--- src/rtl/sipo_pkg.sv ---
`default_nettype none
// +----------------------------------------------------------------------+
// | sipo_pkg : shared constants for the SIPO framer and its output buffer |
// | Rev 1.0                                                                |
// +----------------------------------------------------------------------+
package sipo_pkg;

  localparam logic [1:0] S_IDLE  = 2'd0;
  localparam logic [1:0] S_FILL  = 2'd1;
  localparam logic [1:0] S_STALL = 2'd2;

  localparam logic ORDER_LSB = 1'b0;
  localparam logic ORDER_MSB = 1'b1;

  // Counter must also represent NUM_BEATS itself (the stalled-full value).
  function automatic int cnt_width(input int beats);
    return $clog2(beats + 1);
  endfunction

endpackage
`default_nettype wire

--- src/rtl/sipo_out_buf.sv ---
`default_nettype none
// +----------------------------------------------------------------------+
// | sipo_out_buf : single-entry valid/ready holding register with "free"  |
// | Rev 1.0                                                                |
// +----------------------------------------------------------------------+
module sipo_out_buf #(
  parameter int WIDTH = 8
) (
  input  logic             i_clk,
  input  logic             i_rst_n,
  input  logic             i_load,
  input  logic [WIDTH-1:0] i_data,
  input  logic             i_ready,
  output logic [WIDTH-1:0] o_data,
  output logic             o_valid,
  output logic             o_done,
  output logic             o_free
);

  logic [WIDTH-1:0] r_data;
  logic             r_valid;
  logic             r_done;

  // The caller must only load when free; a load in the draining cycle keeps valid high.
  assign o_free  = !r_valid || i_ready;
  assign o_data  = r_data;
  assign o_valid = r_valid;
  assign o_done  = r_done;

  always_ff @(posedge i_clk or negedge i_rst_n) begin
    if (!i_rst_n) begin
      r_data  <= '0;
      r_valid <= 1'b0;
      r_done  <= 1'b0;
    end else begin
      r_done <= i_load;
      if (i_load) begin
        r_data  <= i_data;
        r_valid <= 1'b1;
      end else if (i_ready) begin
        r_valid <= 1'b0;
      end
    end
  end

endmodule
`default_nettype wire

--- src/rtl/sipo_framer.sv ---
`default_nettype none
// +----------------------------------------------------------------------+
// | sipo_framer : assembles SIZE_DATA_IN-bit beats into SIZE_DATA_OUT words|
// | Rev 1.0                                                                |
// +----------------------------------------------------------------------+
module sipo_framer
  import sipo_pkg::*;
#(
  parameter  int SIZE_DATA_IN  = 2,
  parameter  int SIZE_DATA_OUT = 8,
  localparam int NUM_BEATS     = SIZE_DATA_OUT / SIZE_DATA_IN,
  localparam int CNT_W         = cnt_width(NUM_BEATS)
) (
  input  logic                     i_clk,
  input  logic                     i_rst_n,
  input  logic                     i_start,
  input  logic                     i_clear,
  input  logic                     i_msb_first,
  input  logic                     i_valid,
  input  logic [SIZE_DATA_IN-1:0]  i_data,
  output logic                     o_in_ready,
  output logic [SIZE_DATA_OUT-1:0] o_data,
  output logic                     o_valid,
  input  logic                     i_ready,
  output logic                     o_done,
  output logic [CNT_W-1:0]         o_count
);

  if ((SIZE_DATA_IN < 1) || (SIZE_DATA_OUT % SIZE_DATA_IN) != 0) begin : g_bad_params
    $error("sipo_framer: SIZE_DATA_OUT must be a positive multiple of SIZE_DATA_IN");
  end

  logic [1:0]               r_state;
  logic [CNT_W-1:0]         r_count;
  logic [SIZE_DATA_OUT-1:0] r_shift;
  logic                     r_order;

  logic                     w_accept;
  logic                     w_last;
  logic                     w_order;
  logic [CNT_W-1:0]         w_slot;
  logic [SIZE_DATA_OUT-1:0] w_word;
  logic                     w_free;
  logic                     w_load;
  logic [SIZE_DATA_OUT-1:0] w_load_data;

  assign o_in_ready = (r_state != S_STALL);
  assign o_count    = r_count;
  assign w_accept   = i_start && i_valid && o_in_ready && !i_clear;
  assign w_last     = (r_count == CNT_W'(NUM_BEATS - 1));

  // The first beat of a frame uses the live order input; later beats the latched one.
  assign w_order = (r_count == '0) ? i_msb_first : r_order;
  assign w_slot  = (w_order == ORDER_MSB) ? (CNT_W'(NUM_BEATS - 1) - r_count) : r_count;

  always_comb begin
    w_word = r_shift;
    for (int b = 0; b < NUM_BEATS; b++) begin
      if (CNT_W'(b) == w_slot) begin
        w_word[b*SIZE_DATA_IN +: SIZE_DATA_IN] = i_data;
      end
    end
  end

  assign w_load = !i_clear &&
                  (((r_state == S_STALL) && w_free) || (w_accept && w_last && w_free));
  assign w_load_data = (r_state == S_STALL) ? r_shift : w_word;

  always_ff @(posedge i_clk or negedge i_rst_n) begin
    if (!i_rst_n) begin
      r_state <= S_IDLE;
      r_count <= '0;
      r_shift <= '0;
      r_order <= ORDER_LSB;
    end else if (i_clear) begin
      r_state <= S_IDLE;
      r_count <= '0;
      r_shift <= '0;
    end else if (r_state == S_STALL) begin
      if (w_free) begin
        r_state <= S_IDLE;
        r_count <= '0;
        r_shift <= '0;
      end
    end else if (w_accept) begin
      if (r_count == '0) begin
        r_order <= i_msb_first;
      end
      if (!w_last) begin
        r_state <= S_FILL;
        r_count <= r_count + 1'b1;
        r_shift <= w_word;
      end else if (w_free) begin
        r_state <= S_IDLE;
        r_count <= '0;
        r_shift <= '0;
      end else begin
        // Park the completed word here until the holding register drains.
        r_state <= S_STALL;
        r_count <= CNT_W'(NUM_BEATS);
        r_shift <= w_word;
      end
    end
  end

  sipo_out_buf #(
    .WIDTH (SIZE_DATA_OUT)
  ) u_out_buf (
    .i_clk   (i_clk),
    .i_rst_n (i_rst_n),
    .i_load  (w_load),
    .i_data  (w_load_data),
    .i_ready (i_ready),
    .o_data  (o_data),
    .o_valid (o_valid),
    .o_done  (o_done),
    .o_free  (w_free)
  );

endmodule
`default_nettype wire

--- config.mk ---
export PLATFORM = sky130hd
export DESIGN_NAME = sipo_framer
export DESIGN_NICKNAME = d
export VERILOG_FILES = /design/src/rtl/sipo_pkg.sv /design/src/rtl/sipo_out_buf.sv /design/src/rtl/sipo_framer.sv
export SDC_FILE = /design/constraint.sdc
export NUM_CORES = 1
export LEC_CHECK = 0
export CAP_MARGIN = 20
export CORE_MARGIN = 4
export CORE_UTILIZATION = 45
export DETAILED_ROUTE_END_ITERATION = 7
export MAX_ROUTING_LAYER = met4
export PLACE_DENSITY_LB_ADDON = 0.25
export SLEW_MARGIN = 25
export SYNTH_ARGS = -nofsm -noshare
export SYNTH_HDL_FRONTEND = slang
export SYNTH_SLANG_ARGS = --single-unit
--- constraint.sdc ---
create_clock -name i_clk -period 1.8 [get_ports i_clk]
set_clock_uncertainty 0.05 [all_clocks]
set_input_delay 0.36 -clock i_clk [delete_from_list [all_inputs] [get_ports i_clk]]
set_output_delay 0.36 -clock i_clk [all_outputs]
set_load 0.02 [all_outputs]
### Word level (Yosys, flattened, before mapping)

Cells that the tools add are included.

* register bits: 24
* bits of input ports: 9
* output and inout port bits: 14
* logic and storage cells: 62

* add/subtract/negate cells: 2
* equal/unequal tests: 7
* multiplexer cells: 27
* bitwise gates (word level): 2
* reduce and logical (&&, ||, !) cells: 17

Operators by type and width (number)
* 2-to-1 mux 8 bit: 7
* 2-to-1 mux 3 bit: 7
* 2-to-1 mux 2 bit: 10
* logical AND 1 bit: 7
* equality test 2 x 3 -> 1 bit, first input constant: 2
* zero test 3 bit: 2
* adder 3 x 1 -> 3 bit, second input constant: 1
* equality test 1 x 3 -> 1 bit, first input constant: 1
* equality test 3 x 2 -> 1 bit, second input constant: 1
* 2-to-1 mux 1 bit: 3
* != test 3 bit, second input constant: 1
* AND reduction 3 bit: 1
* nonzero test 3 bit: 1
* subtractor 2 x 3 -> 3 bit, first input constant: 1
* equality test 2 bit, second input constant: 1
* zero test 1 bit: 2
* logical OR 1 bit: 2
* != test 2 bit, second input constant: 1
* inverter 1 bit: 2
* AND reduction 2 bit: 1
* nonzero test 2 bit: 1

### Logic depth before layout (Yosys ltp)

Gate-level depths: netlist (run 1).

* word-level depth: 10
* gate-level depth with buffers: 7
* depth with buffers taken out: 6

### By module

Synthesis (run 1) repeated with hierarchy kept, for this count alone.

* cell total of the unflattened synthesis: 112
* area, all modules: 1322.5 um^2

By module, submodules not included
* sipo_framer: instances 1, cells each 91, area an instance 928.4 um^2, seq. area each 350.3 um^2
* sipo_out_buf: instances 1, cells each 21, area an instance 394.1 um^2, seq. area each 250.2 um^2

### Worst setup path after synthesis (run 1)

No wires, ideal clock.

* path type: register to register
* start: reg r_count[1] (netlist: o_count[1])
* end: reg u_out_buf.r_data[0] (netlist: u_out_buf.o_data[0])
* setup time: 0.082 ns
* data arrival time: 1.955 ns
* data required time: 1.668 ns
* slack: -0.287 ns
* cell stages (with the launch flop): 8
* buffers on the path: 1
* period minus slack after synthesis: 2.087 ns
* path through: dfrtp_1 clkbuf_1 inv_1 ha_1 mux2i_4 mux2i_1 o21ai_1 a31oi_1

* longest elaborated chain between the ends: 6
* elaborated cells on any way between the ends: 12
* classes of those cells: add/sub: 1; eq/ne: 1; mux: 4; reduce/logical: 6

RTL lines
* from (decl): RTL line sipo_framer.sv:34 `logic [CNT_W-1:0] r_count;`
* from (signal assigned): RTL line sipo_framer.sv:91 `r_count <= r_count + 1'b1;`
* from (signal assigned): RTL line sipo_framer.sv:100 `r_count <= CNT_W'(NUM_BEATS);`
* parallel branches: the longest is 6 deep, another holds subtractor 2 x 3 -> 3 bit
* to (signal assigned): RTL line sipo_out_buf.sv:38 `r_data <= i_data;`
* to (decl): RTL line sipo_out_buf.sv:20 `logic [WIDTH-1:0] r_data;`

Parallel ways; which one is timed is not known.
A chain may end at the register's enable or synchronous reset.

### Worst setup path in the final report (run 1)

Ends and elaborated chain as after synthesis.

==> impl_metrics.ini, run 1 <==
[outcome]
run_status = completed

[placement]
io_buffers = 22
dpl.hpwl_mm = 2.343
dp_slack_ps = -162.9
place_inst = 209
place_congestion = 0.7764
dpl_cell_area_um2 = 1792

[synthesis]
yosysWarnings = 0
synth.avg_cell_area_um2 = 10.30
syn_inst = 136
synth_edf_count = 0
ys_types = 37
syn_area_um2 = 1401
synth-seq-cells = 24
ys_top_cells_by_area = dfrtp_1, nand3_1, mux2i_1
syn_nets = 147
ys_seq_area_share_pct = 42.86
synthDominantCellAreaShare_pct = 42.86
synthFlopType = dfrtp_1
synth_top_area_cell = dfrtp_1
synth-async-reset-ratio_pct = 100.0

[cells_and_area]
mostFrequentLayoutCells = dfrtp_1, nand3_1, clkdlybuf4s50_1
final_common_cell = dfrtp_1
antennaDiodeCount = 0
finalNonFillerCells = 214
utilization_pct = 64.98
stdcell_area_um2 = 1869
nets = 184
syn2layout_area_growth_pct = 33.39
drive_above_1_share_pct = 22.67

[sta]
finalHoldViolCount = 0
slew_headroom_pct = 72.56
fin_hold_ws_ps = 332.1
worst_pin_slew_ps = 401.2
max_clock_freq_ghz = 0.5685
maxSlewViolCount = 0
setup_viol = 0
layout_min_cycle_time_ps = 1759
rsz0062_at_grt = yes
fin_crit_sh_pct = 97.72
setup_ws_ps = 41.05

[clock_tree]
cts_root_buf = clkbuf_4
htree_num_levels = 1
cts_made_buffers = 3
clock_path_buffers = 2
cts_tree = built
clkLatencyLatePin_ps = 310
clkSinkCount = 24
clkTransAtPathRegs_ps = 140

[grt]
antenna_found_initial = 0
grt_pass1_wl_mm = 5.319
grtUsageTotal_pct = 16.63
grt_max_degree = 25
overflow = 0
grt_pass1_vias = 1178

[floorplanning]
top_level_ports = 23
start_util_pct = 48.72
core_um2 = 2877
chipWidth_um = 63.81
dieArea_um2 = 4071
rows = 19
dieHeight_um = 63.81

[power]
leakagePower_nw = 0.8262
ir_drop_v = 0.0002845
power.density_nw_per_um2 = 631.8

[critical_path]
critPathLaunchType = flop
path_cells = inv_4 > ha_4 > mux2i_4 > buf_12 > mux2i_4 > o21ai_1 > a31oi_1
worstPathArrival_ps = 1950
worst-setup-path-type = reg2reg
endpoint_kind = flop
crit_buf_inv = 2
critical-path-max-stage-delay_ps = 450
crit_family = multiplexers
cpMostUsedCell = mux2i_4
cp_max_fo = 8
cp.required_ps = 1990
critPathSlowestCell = dfrtp_2

[drt]
ant_nets = 0
wl_per_cell_um = 15.31
dr.pass1.iters = 4
vias_per_cell = 5.607
first_iter_violations = 88
drt_wl_total_mm = 3.277
drc = 0
vias = 1200

[flow_run]
drv_cap = 0

[worst_hold_path]
hold_path.class = in2async
## Yosys cell counts, types with 4 or more instances
master,number
a31oi_1,4
nor2b_1,5
nor2_1,5
o211ai_1,8
mux2i_1,8
mux2_1,5
nand2b_1,4
inv_1,4
nand3_1,20
a21oi_1,4
nand2_1,7
o21ai_1,4
nand4b_1,4
dfrtp_1,24
## final timing paths
check                               startpoint             endpoint  slack, ps  cells after the start
max                                 o_count[1]  u_out_buf.o_data[0]         40                      7
min                                    i_rst_n     u_out_buf.o_done        330                      2
max reg2reg                         o_count[1]  u_out_buf.o_data[0]         40                      7
min reg2reg                u_out_buf.o_data[4]  u_out_buf.o_data[4]        460                      1
max in group asynchronous              i_rst_n           o_count[0]       1110                      2
min in group i_clk         u_out_buf.o_data[4]  u_out_buf.o_data[4]        460                      1
## flip-flops by register name, indices dropped and copies added (netlist names)
signal / flops
r_shift: 8
u_out_buf.o_data: 8
o_count: 3
r_state: 2
r_order: 1
u_out_buf.o_done: 1
u_out_buf.o_valid: 1
## power by group
part,internal [mW],switching [mW],leakage [nW]
Clock,0.123,0.168,0.0210
Combinational,0.150,0.153,0.485
Sequential,0.566,0.0203,0.321
Total,0.840,0.341,0.826
## metrics by stage
| stage | setup TNS, ps | power (mW) |
|---|---|---|
| after global routing | -55.49 | 1.240 |
| after detailed placement | -1992 | 0.8741 |
| final | 0 | 1.181 |
| after global placement | -1346 | 0.8663 |
| after CTS | 0 | 1.164 |
| after floorplan | -635.7 | 0.7598 |
## repair_timing
action                     CTS  global route
setup endpoints to repair    4            10
pin swaps                    0             2
resized for setup            4             5
hold buffers                 0             0
setup buffers                0             1
## per-layer routing
layer	wire length [µm]	track usage [%]	part of all wire (%)
met3	131	2.452	4.0
met5	0	-	0
met4	20	4.043	0.61
met1	1529	21.36	47
met2	1596	27.61	49
## worst register-to-register path, cell delays in order, from the launching register on
cell	delay, ps
dfrtp_2	450
inv_4	60
ha_4	150
mux2i_4	250
buf_12	180
mux2i_4	290
o21ai_1	90
a31oi_1	160
## area by class of cell
cell class | instances | area (µm²)
Fill cell | 233 | 1007
Multi-Input combinational cell | 101 | 804.5
Sequential cell | 24 | 603.1
Timing Repair Buffer | 38 | 351.6
Tap cell | 42 | 52.55
Clock buffer | 4 | 36.28
Inverter | 5 | 21.27
## logic make-up after synthesis
group | synth area share, %
buffers and inverters | 4.196
adder cells (fa/ha/maj) | 1.785
AND/OR/NAND/NOR | 22.59
flip-flops | 42.86
multiplexers | 13.21
AO/OA/AOI/OAI | 15.36
No activity file was read; power rests on OpenSTA's default activity.
==> run 2: changes to the inputs <==
==> constraint.sdc (replaced) <==
create_clock -name i_clk -period 1.8 [get_ports i_clk]
set_clock_uncertainty 0.05 [all_clocks]
set_input_delay 0.54 -clock i_clk [delete_from_list [all_inputs] [get_ports i_clk]]
set_output_delay 0.54 -clock i_clk [all_outputs]
set_load 0.02 [all_outputs]
==> impl_metrics.ini, run 2 (synthesis gave the netlist of run 1 again) <==
[outcome]
run_status = completed

[drt]
first_iter_violations = 79
wl_per_cell_um = 15.22
drc = 0
vias = 1218
ant_nets = 0
vias_per_cell = 5.536
dr.pass1.iters = 4
drt_wl_total_mm = 3.349

[cells_and_area]
syn2layout_area_growth_pct = 41.79
multi_input_area_um2 = 864.6
mostFrequentLayoutCells = dfrtp_1, buf_4, nand3_1
drive_above_1_share_pct = 30.34
final_common_cell = dfrtp_1
nets = 190
regArea_um2 = 603.1
nFillCells = 233
antennaDiodeCount = 0

[floorplanning]
dieArea_um2 = 4071
core_um2 = 2877
dieHeight_um = 63.81
chipWidth_um = 63.81
rows = 19
start_util_pct = 48.72
top_level_ports = 23

[critical_path]
cp.required_ps = 2030
r2r_start = o_count[0]
crit_family = multiplexers
cp_max_fo = 5
endpoint_kind = flop
critPathSlowestCell = dfrtp_2
critPathLaunchType = flop
crit_buf_inv = 3
critical-path-max-stage-delay_ps = 450
path_cells = inv_2 > ha_4 > mux2i_4 > buf_12 > buf_12 > mux2i_4 > nand4b_1 > nand3_1
rrSetupSlack_ps = 40
worst-setup-path-type = reg2reg
timing.rr.end = r_shift[4]
worstPathArrival_ps = 1990
reg2reg_depth = 8

[worst_hold_path]
hold_path_depth = 1
hold_path.class = reg2reg
hold_end = u_out_buf.o_data[4]
hold_start = u_out_buf.o_data[4]

[sta]
setup_ws_ps = 35.00
fin_crit_sh_pct = 98.06
setup_viol = 0
fin_hold_ws_ps = 451.9
maxSlewViolCount = 0
rsz0062_at_grt = yes
worst_pin_slew_ps = 383.9
layout_min_cycle_time_ps = 1765
slew_headroom_pct = 74.34
finalHoldViolCount = 0
max_clock_freq_ghz = 0.5666

[clock_tree]
clkSinkCount = 24
ctsHoldBuffers = 0
htree_num_levels = 1
cts_tree = built
clock_path_buffers = 2
clkTransAtPathRegs_ps = 150
clkLatencyLatePin_ps = 330
cts_root_buf = clkbuf_4
cts_made_buffers = 3

[power]
leakagePower_nw = 0.9098
ir_drop_v = 0.0005851
p_switching_mw = 0.3624
switching_share_pct = 27.47
combPwrFrac_pct = 24.9
p_total_mw = 1.319
power.density_nw_per_um2 = 664.1
seqPwrFrac_pct = 44.4
clock_power_share_pct = 30.8
intPower_mw = 0.9571

[placement]
place_congestion = 0.7869
dpl.hpwl_mm = 2.521
io_buffers = 22
dp_slack_ps = -291.5

[grt]
overflow = 0
grtUsageTotal_pct = 18.21
grt_max_degree = 25
grt_pass1_wl_mm = 5.699
grt_pass1_vias = 1172
antenna_found_initial = 0

[flow_run]
drv_cap = 0
## run 2: cell count changes in the layout (fill, tap and decap cells not counted), moves of 2 or more
cell and change:
buf_4 +5, clkdlybuf4s50_1 -10, dlygate4sd2_1 +9, mux2i_1 -4, mux2i_2 +2, mux2i_4 +2
nand3_1 -2, nand3_2 +2
## run 2: layout make-up
cell class                 instances  share of cell area (%)
timing repair buffer              44                   19.77
clock inverter                     1                   1.511
clock buffer                       3                   1.133
multi-input combinational        101                   43.51
sequential                        24                   30.35
inverter                           5                   1.071
tap                               42                   2.645
## run 2: worst max path at each step
stage	from	depth (start not counted)	to	slack [ps]
2_1_floorplan	o_count[1]	7	u_out_buf.o_data[6]	-100
3_3_place_gp	i_start	6	r_order	-270
3_5_place_dp	i_valid	6	r_order	-290
4_1_cts	o_count[0]	7	u_out_buf.o_data[7]	5
5_1_grt	o_count[0]	7	u_out_buf.o_data[7]	-60
6_report	o_count[0]	8	r_shift[4]	40
## run 2: per-layer routing
metal	vias to the layer above	part of all wire, %	wire length, µm	global-route usage (%)
met4	0	0.87	29	2.426
met3	4	4.4	148	4.203
li1	586	-	-	-
met2	41	50	1685	29.55
met5	-	0	0	-
met1	587	44	1485	23.86
## run 2: worst register-to-register path: stages (launching register included)
cell and delay, ps:
dfrtp_2 450, inv_2 80, ha_4 150, mux2i_4 240, buf_12 160, buf_12 130
mux2i_4 250, nand4b_1 120, nand3_1 70
## run 2: repair_timing
action	CTS	global route
buffers inserted	0	0
gates resized for setup	17	17
endpoints found under the setup margin	14	13
cloned	0	0
pin swaps	0	2
## run 2: through the flow
stage               util [%]  setup TNS, ps  cells  cell area (µm²)
floorplan                  -         -635.7    136             1450
CTS                    65.64              0    220             1888
finish                 69.07              0    220             1987
global route           69.07         -309.2    220             1987
global placement       64.55          -4901    216             1857
detailed placement     64.55          -5290    216             1857
## run 2: power by group through the flow
stage	sequential, mW	clock, mW	combinational, mW
after floorplan	0.611	0	0.149
after global placement	0.594	0	0.290
after detailed placement	0.597	0	0.297
after CTS	0.585	0.416	0.288
after global routing	0.590	0.431	0.356
final	0.585	0.406	0.328
